==> config.mk <==
export PLATFORM = sky130hd
export DESIGN_NAME = pipe_id_ex
export DESIGN_NICKNAME = d
export VERILOG_FILES = /design/src/rtl/pipe_id_ex.sv
export SDC_FILE = /design/constraint.sdc
export NUM_CORES = 1
export LEC_CHECK = 0
export CAP_MARGIN = 0
export CORE_MARGIN = 4
export CORE_UTILIZATION = 28
export CTS_BUF_LIST = sky130_fd_sc_hd__clkbuf_4 sky130_fd_sc_hd__clkbuf_8
export DETAILED_ROUTE_END_ITERATION = 10
export PLACE_DENSITY_LB_ADDON = 0.25
export SLEW_MARGIN = 20
export SYNTH_ARGS = -nofsm -noshare
export SYNTH_HDL_FRONTEND = slang
export SYNTH_SLANG_ARGS = --single-unit
==> constraint.sdc <==
create_clock -name clk_i -period 2.4 [get_ports clk_i]
set_clock_uncertainty 0.15 [all_clocks]
set_input_delay 0.36 -clock clk_i [delete_from_list [all_inputs] [get_ports clk_i]]
set_output_delay 0.36 -clock clk_i [all_outputs]
set_load 0.01 [all_outputs]
==> src/rtl/pipe_id_ex.sv <==
// ID/EX pipeline register: carries decoded control and operands into EX,
// turns bubbles/flushes into NOPs and counts them with a saturating counter.
module pipe_id_ex #(
    parameter int CNT_W = 16
) (
    input  logic             clk_i,
    input  logic             rst_i,
    input  logic             hold_i,
    input  logic             bubble_i,
    input  logic             flush_i,
    input  logic             MemWrite_i,
    input  logic             MemRead_i,
    input  logic             MemToReg_i,
    input  logic             ALUSrc_i,
    input  logic             RegWrite_i,
    input  logic [1:0]       ALUOp_i,
    input  logic [31:0]      RS1data_i,
    input  logic [31:0]      RS2data_i,
    input  logic [31:0]      Imm_i,
    input  logic [31:0]      PC_i,
    input  logic [9:0]       Funct_i,
    input  logic [4:0]       RS1addr_i,
    input  logic [4:0]       RS2addr_i,
    input  logic [4:0]       RDaddr_i,
    output logic             MemWrite_o,
    output logic             MemRead_o,
    output logic             MemToReg_o,
    output logic             ALUSrc_o,
    output logic             RegWrite_o,
    output logic [1:0]       ALUOp_o,
    output logic [31:0]      RS1data_o,
    output logic [31:0]      RS2data_o,
    output logic [31:0]      Imm_o,
    output logic [31:0]      PC_o,
    output logic [9:0]       Funct_o,
    output logic [4:0]       RS1addr_o,
    output logic [4:0]       RS2addr_o,
    output logic [4:0]       RDaddr_o,
    output logic             Valid_o,
    output logic [CNT_W-1:0] EvtCnt_o
);

    logic             r_memwrite, r_memread, r_memtoreg, r_alusrc, r_regwrite, r_valid;
    logic [1:0]       r_aluop;
    logic [31:0]      r_rs1data, r_rs2data, r_imm, r_pc;
    logic [9:0]       r_funct;
    logic [4:0]       r_rs1addr, r_rs2addr, r_rdaddr;
    logic [CNT_W-1:0] r_evtcnt;

    logic w_kill;
    logic w_cnt_full;

    assign w_kill     = bubble_i | flush_i;
    assign w_cnt_full = &r_evtcnt;

    always_ff @(posedge clk_i) begin
        if (rst_i) begin
            r_memwrite <= 1'b0;
            r_memread  <= 1'b0;
            r_memtoreg <= 1'b0;
            r_alusrc   <= 1'b0;
            r_regwrite <= 1'b0;
            r_aluop    <= 2'b00;
            r_rs1data  <= '0;
            r_rs2data  <= '0;
            r_imm      <= '0;
            r_pc       <= '0;
            r_funct    <= '0;
            r_rs1addr  <= '0;
            r_rs2addr  <= '0;
            r_rdaddr   <= '0;
            r_valid    <= 1'b0;
            r_evtcnt   <= '0;
        end else if (!hold_i) begin
            // Operand fields always follow ID, even when the slot is squashed
            r_rs1data <= RS1data_i;
            r_rs2data <= RS2data_i;
            r_imm     <= Imm_i;
            r_pc      <= PC_i;
            r_funct   <= Funct_i;
            r_rs1addr <= RS1addr_i;
            r_rs2addr <= RS2addr_i;
            if (w_kill) begin
                r_memwrite <= 1'b0;
                r_memread  <= 1'b0;
                r_memtoreg <= 1'b0;
                r_alusrc   <= 1'b0;
                r_regwrite <= 1'b0;
                r_aluop    <= 2'b00;
                r_rdaddr   <= '0;
                r_valid    <= 1'b0;
                if (!w_cnt_full)
                    r_evtcnt <= r_evtcnt + 1'b1;
            end else begin
                r_memwrite <= MemWrite_i;
                r_memread  <= MemRead_i;
                r_memtoreg <= MemToReg_i;
                r_alusrc   <= ALUSrc_i;
                // x0 is never a real destination, so never let it forward
                r_regwrite <= RegWrite_i & (|RDaddr_i);
                r_aluop    <= ALUOp_i;
                r_rdaddr   <= RDaddr_i;
                r_valid    <= 1'b1;
            end
        end
    end

    assign MemWrite_o = r_memwrite;
    assign MemRead_o  = r_memread;
    assign MemToReg_o = r_memtoreg;
    assign ALUSrc_o   = r_alusrc;
    assign RegWrite_o = r_regwrite;
    assign ALUOp_o    = r_aluop;
    assign RS1data_o  = r_rs1data;
    assign RS2data_o  = r_rs2data;
    assign Imm_o      = r_imm;
    assign PC_o       = r_pc;
    assign Funct_o    = r_funct;
    assign RS1addr_o  = r_rs1addr;
    assign RS2addr_o  = r_rs2addr;
    assign RDaddr_o   = r_rdaddr;
    assign Valid_o    = r_valid;
    assign EvtCnt_o   = r_evtcnt;

endmodule

==> results.md <==
- Routability cong.: 0.760
- Flops & latches, synth: 177
- Detailed Route WL: 19600 um
- Hold Crit Class: in2reg
- IO Port Bufs: 341
- Via density: 4.45
- Max Freq: 488 MHz
- Ant diodes: 0
- First-pass GRT wire length: 30600 um
- RSZ-0062 raised after global routing: no
- Crit-path slowest cell: or4_1
- Clk buf depth: 2
- # Max-Cap Violations: 0
- Peak supply drop: 292 uV
- Ys Warns: 0
- CP max stage delay: 0.52 ns
- Hold Fails Final Rpt: 0
- Total number of vias: 5530
- Root buffer cell: clkbuf_8
- Slew Viols, Final: 0
- Final Setup Violations: 0
- Average routed wire per standard cell: 15.7 um
- HPWL after DPL: 14300 um
- H-tree depth: 4
- Tmin final: 2.05 ns
- Final ANT Viol Nets: 0
- Status: finished clean
- Req. time, crit path: 2.62 ns
- Total of fill cells in the finished design: 2124
- Die Y: 159 um
- Core Box Area: 22200 sq um
- TritonCTS Sinks: 177
- Setup crit end kind: flip-flop
- # DRC: 0
- Largest net degree at the start of global routing: 77
- Highest net fanout along the worst path: 6
- Pwr Total: 6350 uW
- CP Class: reg2reg
- Headroom to the max-slew limit: 0.610
- CTS tree: yes
- Final worst path period share: 0.853
- Clk_lat worst skew: 0.44 ns
- Area of the die: 25300 sq um
- Initial Util: 0.288
- Die Wd: 159 um
- Syn avg cell area: 10.3 sq um
- Unique masters post-synth: 31
- CTS hold repair buffers: 0
- Sequence of cells on the critical path: ha_1 > nand3_1 > or3_1 > or4_1 > a21oi_1
- GR Overflow Total: 0
- DRT Pass-1 Iters: 4
- Post-synthesis cell area: 6390 sq um
- Total of cells resized after clock tree synthesis: 0
- Seq/Total Area, Yosys: 0.555
- Cell Pwr Density: 602 nW/um^2
- Startpoint Class: flip-flop
- Initial antenna violation count: 0
- Vias in the first global route: 5391
- Tightest Pin Transition: 0.585 ns
- Top-Level Pins: 342
- Critical Path AT: 2.26 ns
- # rows: 54
- Total GRT Usage: 0.149
- Syn Inst Count: 620
- Total negative slack: 0 ns
- Worst-path clk slew: 0.10 ns
- Synthesized Nets: 786
- Postcts setup bufs: 0
- Layout cells sized above 1: 0.0539
- Total CTS buffers: 17
- NumNets Final: 1117
- Area grow syn2layout: 65.2%
- Starting DRT DRC Count: 234
- LEAKAGE: 0.00430 uW
[registers in the layout, summed over array words and instances (netlist names)]
register,count
RS1addr_o,5
ALUOp_o,2
RS2data_o,32
PC_o,32
MemWrite_o,1
EvtCnt_o,16
RS2addr_o,5
Valid_o,1
MemToReg_o,1
MemRead_o,1
Imm_o,32
RDaddr_o,5
ALUSrc_o,1
RS1data_o,32
RegWrite_o,1
Funct_o,10
[per-layer routing]
| layer | share of wire | track usage |
|---|---|---|
| met1 | 0.43 | 0.181 |
| met2 | 0.48 | 0.245 |
| met3 | 0.089 | 0.0619 |
| met4 | 0.0076 | 0.0355 |
| met5 | 0 | 0 |
[path summary, 6_finish.rpt]
kind / from / endpoint / slack (ns) / cells past startpoint
setup / recovery: EvtCnt_o[0] / EvtCnt_o[12] / 0.35 / 5
hold / removal: rst_i / RS2data_o[10] / 0.23 / 2
setup reg to reg: EvtCnt_o[0] / EvtCnt_o[12] / 0.35 / 5
hold reg to reg: RegWrite_o / RegWrite_o / 0.33 / 2
[placed cells by master (no fill, tap or decap), drive strengths merged]
master / n
clkdlybuf4s50: 339
dfxtp: 177
nor2: 162
mux2i: 148
clkbuf: 21
a21oi: 15
buf: 15
a22oi: 11
or4: 11
o31ai: 10
inv: 7
nand2: 6
nand3: 5
nand4: 4
or3: 3
o21ai: 3
clkinvlp: 3
clkinv: 3
nor3: 3
and3: 2
nor4: 2
bufinv: 2
o21bai: 2
or3b: 2
o311a: 1
and4: 1
nor2b: 1
mux2: 1
o211ai: 1
o31a: 1
o21a: 1
ha: 1
[cells in the mapped netlist]
master	n	area, sq um
o21bai_4	1	18.8
nor3_1	3	15.0
ha_1	1	12.5
o31ai_1	10	75.1
o21a_1	1	7.51
o31a_1	1	8.76
buf_1	22	82.6
mux2_2	1	11.3
mux2i_1	148	1480
nand3_1	5	25.0
o211ai_1	1	7.51
a22oi_1	11	82.6
or3b_2	1	8.76
nand4_1	4	25.0
buf_2	3	15.0
and4_1	1	8.76
nor2_1	162	608
o21bai_1	1	7.51
clkbuf_1	18	67.6
inv_1	3	11.3
or3b_1	1	8.76
nand2_1	6	22.5
or3_1	3	18.8
o21ai_0	3	15.0
nor2b_1	1	6.26
o311a_1	1	10.0
nor4_1	2	12.5
and3_1	2	12.5
or4_1	11	82.6
a21oi_1	15	75.1
dfxtp_1	177	3540
[cells by family (layout without fill, tap and decap cells)]
family                   Yosys count  after routing  synth area share
buffers and inverters             46            390            0.0276
flip-flops                       177            177             0.555
AO/OA/AOI/OAI                     45             45            0.0482
AND/OR/NAND/NOR                  202            202             0.134
multiplexers                     149            149             0.234
adder cells (fa/ha/maj)            1              1           0.00196
[cell type report]
class	instances	area, sq um	share of cell area
Sequential cell	177	3540	0.336
Clock inverter	12	149	0.0141
Multi-Input combinational cell	397	2670	0.253
Tap cell	280	350	0.0332
Inverter	3	11.3	0.00107
Clock buffer	20	256	0.0243
Timing Repair Buffer	355	3570	0.338
[power by group]
group	internal, uW	switching (uW)
clock	987	1150
sequential	3090	77.7
combinational	651	400
[critical path, delay by kind of cell, from the launching register on]
| family | cells | cell delay [ns] |
|---|---|---|
| flip-flops | 1 | 0.41 |
| AND/OR/NAND/NOR | 3 | 1.08 |
| adder cells (fa/ha/maj) | 1 | 0.19 |
| AO/OA/AOI/OAI | 1 | 0.14 |
[per-stage QoR]
stage / hold slack [ns] / std cells / setup slack [ns] / utilization / area, sq um
2_1_floorplan: 0.336 / 620 / 0.316 / - / 6390
3_3_place_gp: 0.304 / 1212 / 0.0621 / 0.458 / 10100
3_5_place_dp: 0.316 / 1212 / 0.0738 / 0.458 / 10100
4_1_cts: 0.199 / 1244 / 0.354 / 0.476 / 10600
5_1_grt: 0.208 / 1244 / 0.189 / 0.476 / 10600
6_report: 0.228 / 1244 / 0.352 / 0.476 / 10600
(Power assumes the default switching activity.)
